## config.mk

```make
export PLATFORM = sky130hd
export DESIGN_NAME = spi_edge_sync
export DESIGN_NICKNAME = d
export VERILOG_FILES = /design/src/rtl/spi_edge_sync.sv
export SDC_FILE = /design/constraint.sdc
export NUM_CORES = 1
export LEC_CHECK = 0
export BUFFER_PORTS_ARGS = -buffer_cell sky130_fd_sc_hd__buf_2
export CELL_PAD_IN_SITES_DETAIL_PLACEMENT = 1
export CELL_PAD_IN_SITES_GLOBAL_PLACEMENT = 2
export CORE_AREA = 2 2 39 41
export CTS_CLUSTER_DIAMETER = 80
export DETAILED_ROUTE_END_ITERATION = 6
export DIE_AREA = 0 0 41 43
export GPL_ROUTABILITY_DRIVEN = 0
export PLACE_DENSITY_LB_ADDON = 0.15
export SLEW_MARGIN = 0
export SYNTH_ARGS = -nofsm -noshare
export SYNTH_HDL_FRONTEND = slang
export SYNTH_SLANG_ARGS = --single-unit
```

## constraint.sdc

```tcl
create_clock -name clk_50M -period 1.9 [get_ports clk_50M]
set_input_delay 0.095 -clock clk_50M [delete_from_list [all_inputs] [get_ports clk_50M]]
set_output_delay 0.095 -clock clk_50M [all_outputs]
set_load 0.01 [all_outputs]
```

## src/rtl/spi_edge_sync.sv

```systemverilog
// Brings sclk/CE_N/MOSI into the clk_50M domain and flags sclk edges.
module spi_edge_sync #(
  parameter int unsigned SYNC_STAGES = 2
) (
  input  logic clk_50M,
  input  logic rst,
  input  logic sclk,
  input  logic ce_n,
  input  logic mosi,
  output logic sclk_rise,
  output logic sclk_fall,
  output logic ce_n_s,
  output logic mosi_s
);

  logic [SYNC_STAGES-1:0] sclk_q;
  logic [SYNC_STAGES-1:0] ce_q;
  logic [SYNC_STAGES-1:0] mosi_q;
  logic                   sclk_prev;

  // Presets match the idle bus (sclk high, chip deselected) so reset creates no edges.
  always_ff @(posedge clk_50M or posedge rst) begin
    if (rst) begin
      sclk_q    <= '1;
      ce_q      <= '1;
      mosi_q    <= '0;
      sclk_prev <= 1'b1;
    end else begin
      sclk_q    <= {sclk_q[SYNC_STAGES-2:0], sclk};
      ce_q      <= {ce_q[SYNC_STAGES-2:0], ce_n};
      mosi_q    <= {mosi_q[SYNC_STAGES-2:0], mosi};
      sclk_prev <= sclk_q[SYNC_STAGES-1];
    end
  end

  assign sclk_rise = ~sclk_prev & sclk_q[SYNC_STAGES-1];
  assign sclk_fall = sclk_prev & ~sclk_q[SYNC_STAGES-1];
  assign ce_n_s    = ce_q[SYNC_STAGES-1];
  assign mosi_s    = mosi_q[SYNC_STAGES-1];

endmodule

```

==> results.cfg, run 1 <==
[timing]
fmax_ghz = 0.832
finalHoldViolCount = 0
slew_headroom = 0.834
final-setup-viol-count = 0
tightest_slew_ns = 0.249
rsz0062_at_grt = no
slew_violations = 0
timing.setup.tns_ns = 0
fin_crit_sh = 0.632
fin_crit_ns = 1.20
finalClockSkew_ns = 0.00188

[routing]
drt_iter0_drc = 0
post_drt_via_cell_ratio = 3.12
ant_nets = 0
num_vias = 131
drc = 0
firstDrtPassIters = 1
post_drt_wl_per_cell_um = 7.48
routed_wl_um = 314

[yosys]
synth_nets = 15
syn_avg_cell_area_um2 = 20.0
synth_top_family_by_area = simple AND/OR/NAND/NOR gates
ys_warn_count = 0
ys_seq_area_frac = 0.906
ys_ff_latch = 7
synth_simple_gate_area_frac = 0.0750
syn_inst = 10
yosys.area_share.adder = 0
synthTopCellsByArea = dfstp_2 66%, dfrtp_1 25%, and2b_2 4.4%
muxShareOfSynthArea = 0
synth_top_area_frac = 0.656
synth_compound_area_frac = 0
yosysTopAreaCell = dfstp_2
synth.distinct_cells = 5
syn_area_um2 = 200
synthXorXnorAreaFrac = 0

[setup_path]
path_cells = and2b_2 -> buf_2
cp_data_arrival_time_ns = 1.11
cp-end-kind = output pin
cp_top_family = flip-flops
worstPathRequired_ns = 1.80
critPathKind = flop to output pin
max_stage_delay_ns = 0.53
crit_fanout = 3
critPathLaunchType = flop
cp_num_buf_inv = 1
crit_slowest_cell = dfstp_2

[final_layout]
final_util = 0.236
syn_to_final_growth_pct = 63.1
num_antenna_cells = 0
drive_gt1_frac = 0.654
fillers = 159
fin_nets = 32

[clock_network]
max-clock-path-buffers = 2
post_cts_resized = 0
h-tree-depth = 1
cts_tree = yes
cts_buffers = 3
cts.sink_count = 7
cts_setup_buffers = 0
clk-insertion-delay-late_ns = 0.25
cts_root_buf = clkbuf_4
clk_pin_slew_ns = 0.05

[floorplan]
initial_utilization = 0.145
row_count = 14
die_h_um = 43
ios = 9
fp.coreArea_um2 = 1380
dieWidth_um = 41
die_area_um2 = 1760

[power_and_ir_drop]
p_leak_nw = 0.153
ir_drop_uv = 424
p_total_w = 0.000316
cellPowerDensity_nw_per_um2 = 968

[grt]
grt_pass1_vias = 135
grt_max_degree = 8
antenna_found_initial = 0
grt_pass1_wl_um = 441
grt_use_total = 0.0416
grt.overflow.total = 0

[outcome]
outcome = completed

[placement]
portBuffers = 8

[run]
cap_violations = 0

[min_path]
holdCritPathClass = primary input to async pin
[routing by layer]
| metal | part of all wire | vias to the layer above | track usage |
|---|---|---|---|
| met1 | 0.38 | 61 | 0.0299 |
| met2 | 0.45 | 10 | 0.0625 |
| li1 | - | 60 | - |
| met5 | 0 | - | 0 |
| met3 | 0.17 | 0 | 0.0628 |
| met4 | 0 | 0 | 0 |
[path summary, 6_finish.rpt]
check	start	to	slack, ns	depth (start not counted)
setup / recovery	sclk_q[1]	sclk_fall	0.70	2
hold / removal	rst	mosi_q[1]	0.31	3
setup reg to reg	sclk_q[1]	sclk_prev	1.32	0
hold reg to reg	sclk_q[0]	sclk_q[1]	0.35	0
max in group asynchronous	rst	sclk_q[0]	1.33	3
min in group clk_50M	sclk_q[0]	sclk_q[1]	0.35	0
[through the flow]
step                      setup slack, ns  hold slack, ns  instances  cell area (um^2)
after CTS                           0.686           0.317         42               327
after global routing                0.661           0.353         42               327
after floorplan                      1.07          -0.105         10               200
final                               0.699           0.311         42               327
after detailed placement            0.957          0.0312         34               260
after global placement              0.965          0.0222         34               260
[where the power goes]
group | internal, W | switching [W] | leakage [nW] | total (W)
combinational | 0.0000127 | 0.00000874 | 0.0624 | 0.0000214
sequential | 0.000161 | 0.00000228 | 0.0759 | 0.000163
clock | 0.0000799 | 0.0000513 | 0.0150 | 0.000131
total | 0.000254 | 0.0000623 | 0.153 | 0.000316
[layout by cell type (no fill, tap or decap)]
master / netlist / layout
clkbuf_1: 0 / 1
clkbuf_4: 0 / 3
dfrtp_1: 2 / 2
nor2b_1: 1 / 1
inv_1: 1 / 1
dlygate4sd3_1: 0 / 4
and2b_2: 1 / 1
dfstp_2: 5 / 5
buf_2: 0 / 8
[state kept, by name (all words and copies together) (netlist names)]
register,cells
sclk_q,2
sclk_prev,1
mosi_q,2
ce_q,2
[synthesized netlist by cell type, drive strengths merged]
cell type,instances
and2b,1
nor2b,1
dfstp,5
inv,1
dfrtp,2
[worst min-delay path, delay by kind of cell]
kind,cells,cell delay [ns]
buffers and inverters,3,0.84
[cells by family (layout without fill, tap and decap cells)]
kind of cell,count (synthesis),in the layout
flip-flops,7,7
buffers and inverters,1,17
AND/OR/NAND/NOR,2,2
[final cells by class]
cell class	count	area [um^2]	share of cell area
clock buffers	4	26.3	0.0805
multi-input cells	2	15.0	0.0460
flip-flops and latches	7	181	0.556
well taps	16	20.0	0.0613
inverters	1	3.75	0.0115
repair buffers	12	80.1	0.245
[timing repair]
item	in CTS	in global routing
hold buffers	4	0
endpoints found under the hold margin	5	0
endpoints found under the setup margin	0	0
Power figures use the tool's default switching activity.
==> run 2, diff against run 1 <==
==> constraint.sdc (replaced) <==
create_clock -name clk_50M -period 1.1 [get_ports clk_50M]
set_input_delay 0.055 -clock clk_50M [delete_from_list [all_inputs] [get_ports clk_50M]]
set_output_delay 0.055 -clock clk_50M [all_outputs]
set_load 0.01 [all_outputs]
==> results.cfg, run 2 (synthesized netlist as in run 1, its figures left out) <==
[setup_path]
cp-end-kind = output pin
critPathLaunchType = flop
worstPathRequired_ns = 1.04
critPathKind = flop to output pin
cp_data_arrival_time_ns = 1.11
crit_fanout = 3

[clock_network]
clk_pin_slew_ns = 0.05
cts_setup_buffers = 0
max-clock-path-buffers = 2
cts_root_buf = clkbuf_4
cts_tree = yes
cts.sink_count = 7
h-tree-depth = 1
cts_buffers = 3
clk-insertion-delay-late_ns = 0.24

[floorplan]
dieWidth_um = 41
die_h_um = 43
fp.coreArea_um2 = 1380
initial_utilization = 0.145
row_count = 14
ios = 9
die_area_um2 = 1760

[timing]
fin_crit_ns = 1.16
slew_violations = 0
final-setup-viol-count = 1
slew_headroom = 0.836
finalClockSkew_ns = 0.000120
tightest_slew_ns = 0.246
finalHoldViolCount = 0
fin_crit_sh = 1.05
worst_slack_ns = -0.0601
fmax_ghz = 0.862
rsz0062_at_grt = yes

[outcome]
violations = negative setup slack
outcome = finished with violations

[grt]
grt.overflow.total = 0
grt_pass1_wl_um = 434
grt_pass1_vias = 132
grt_max_degree = 8
antenna_found_initial = 0
grt_use_total = 0.0406

[power_and_ir_drop]
p_comb_frac = 0.072
ir_drop_uv = 495
switchingPower_w = 0.000106
cellPowerDensity_nw_per_um2 = 1640
p_leak_nw = 0.155
switching_share = 0.195
clockPowerShare = 0.412
p_int_w = 0.000440
p_seq_frac = 0.516

[run]
cap_violations = 0

[routing]
num_vias = 133
drc = 0
firstDrtPassIters = 2
post_drt_via_cell_ratio = 3.17
post_drt_wl_per_cell_um = 6.90
ant_nets = 0
routed_wl_um = 290
drt_iter0_drc = 2

[final_layout]
layout_commonest_cell = buf_2
syn_to_final_growth_pct = 66.2
fin_cells = 42
drive_gt1_frac = 0.654
reg_top3 = ce_q (2), mosi_q (2), sclk_q (2)
num_antenna_cells = 0
fin_nets = 32
most-common-layout-cells = 7 x buf_2, 5 x dfstp_2, 4 x dlygate4sd3_1, 3 x clkbuf_4, 2 x dfrtp_1

[min_path]
holdCritPathClass = primary input to async pin

[placement]
portBuffers = 8
placed_cells_incl_taps = 34
place_ws_ns = 0.187
run 2: cell counts in the layout (fill, tap and decap cells not counted):
Identical to the previous run, type by type.
run 2: metal layers:
layer | GRT usage | up-vias | wire length, um
met5 | 0 | - | 0
met4 | 0.0400 | 0 | 0
met3 | 0.0314 | 0 | 42
met2 | 0.0563 | 8 | 138
met1 | 0.0333 | 65 | 109
li1 | - | 60 | -
run 2: worst paths after layout:
check                           from         to  slack (ns)  cells after the start
max                        sclk_q[1]  sclk_fall       -0.06                      2
min                              rst  mosi_q[0]        0.27                      3
max reg2reg                sclk_q[1]  sclk_prev        0.51                      0
min reg2reg                  ce_q[0]    ce_q[1]        0.35                      0
max in group asynchronous        rst    ce_q[1]        0.57                      3
min in group clk_50M         ce_q[0]    ce_q[1]        0.35                      0
run 2: stage by stage:
| stage | total power (W) | util | setup TNS [ns] | hold slack (ns) | area, um^2 |
|---|---|---|---|---|---|
| 2_1_floorplan | 0.000297 | - | 0 | -0.145 | 200 |
| 3_3_place_gp | 0.000312 | 0.188 | 0 | -0.0178 | 260 |
| 3_5_place_dp | 0.000314 | 0.188 | 0 | -0.00777 | 260 |
| 4_1_cts | 0.000558 | 0.241 | -0.0762 | 0.280 | 333 |
| 5_1_grt | 0.000577 | 0.241 | -0.123 | 0.318 | 333 |
| 6_report | 0.000547 | 0.241 | -0.0601 | 0.273 | 333 |
run 2: area by class of cell:
cell class | instances | area [um^2]
Tap cell | 16 | 20.0
Sequential cell | 7 | 181
Timing Repair Buffer | 12 | 86.3
Fill cell | 159 | 1050
Multi-Input combinational cell | 2 | 15.0
Clock buffer | 4 | 26.3
Inverter | 1 | 3.75
run 2: critical path, cell delays in order, from the launching register on:
cell and delay [ns]:
dfstp_2 0.53, and2b_2 0.22, buf_6 0.11
run 2: power by group through the flow:
stage / Combinational (W) / Sequential [W] / Clock, W
2_1_floorplan: 0.00000948 / 0.000288 / 0
3_3_place_gp: 0.0000263 / 0.000285 / 0
3_5_place_dp: 0.0000271 / 0.000286 / 0
4_1_cts: 0.0000402 / 0.000283 / 0.000235
5_1_grt: 0.0000443 / 0.000284 / 0.000249
6_report: 0.0000393 / 0.000282 / 0.000225
run 2: what timing repair did:
action,in CTS,in global routing
gates resized for setup,1,0
endpoints found under the hold margin,10,0
endpoints found under the setup margin,1,2
hold buffers,4,0
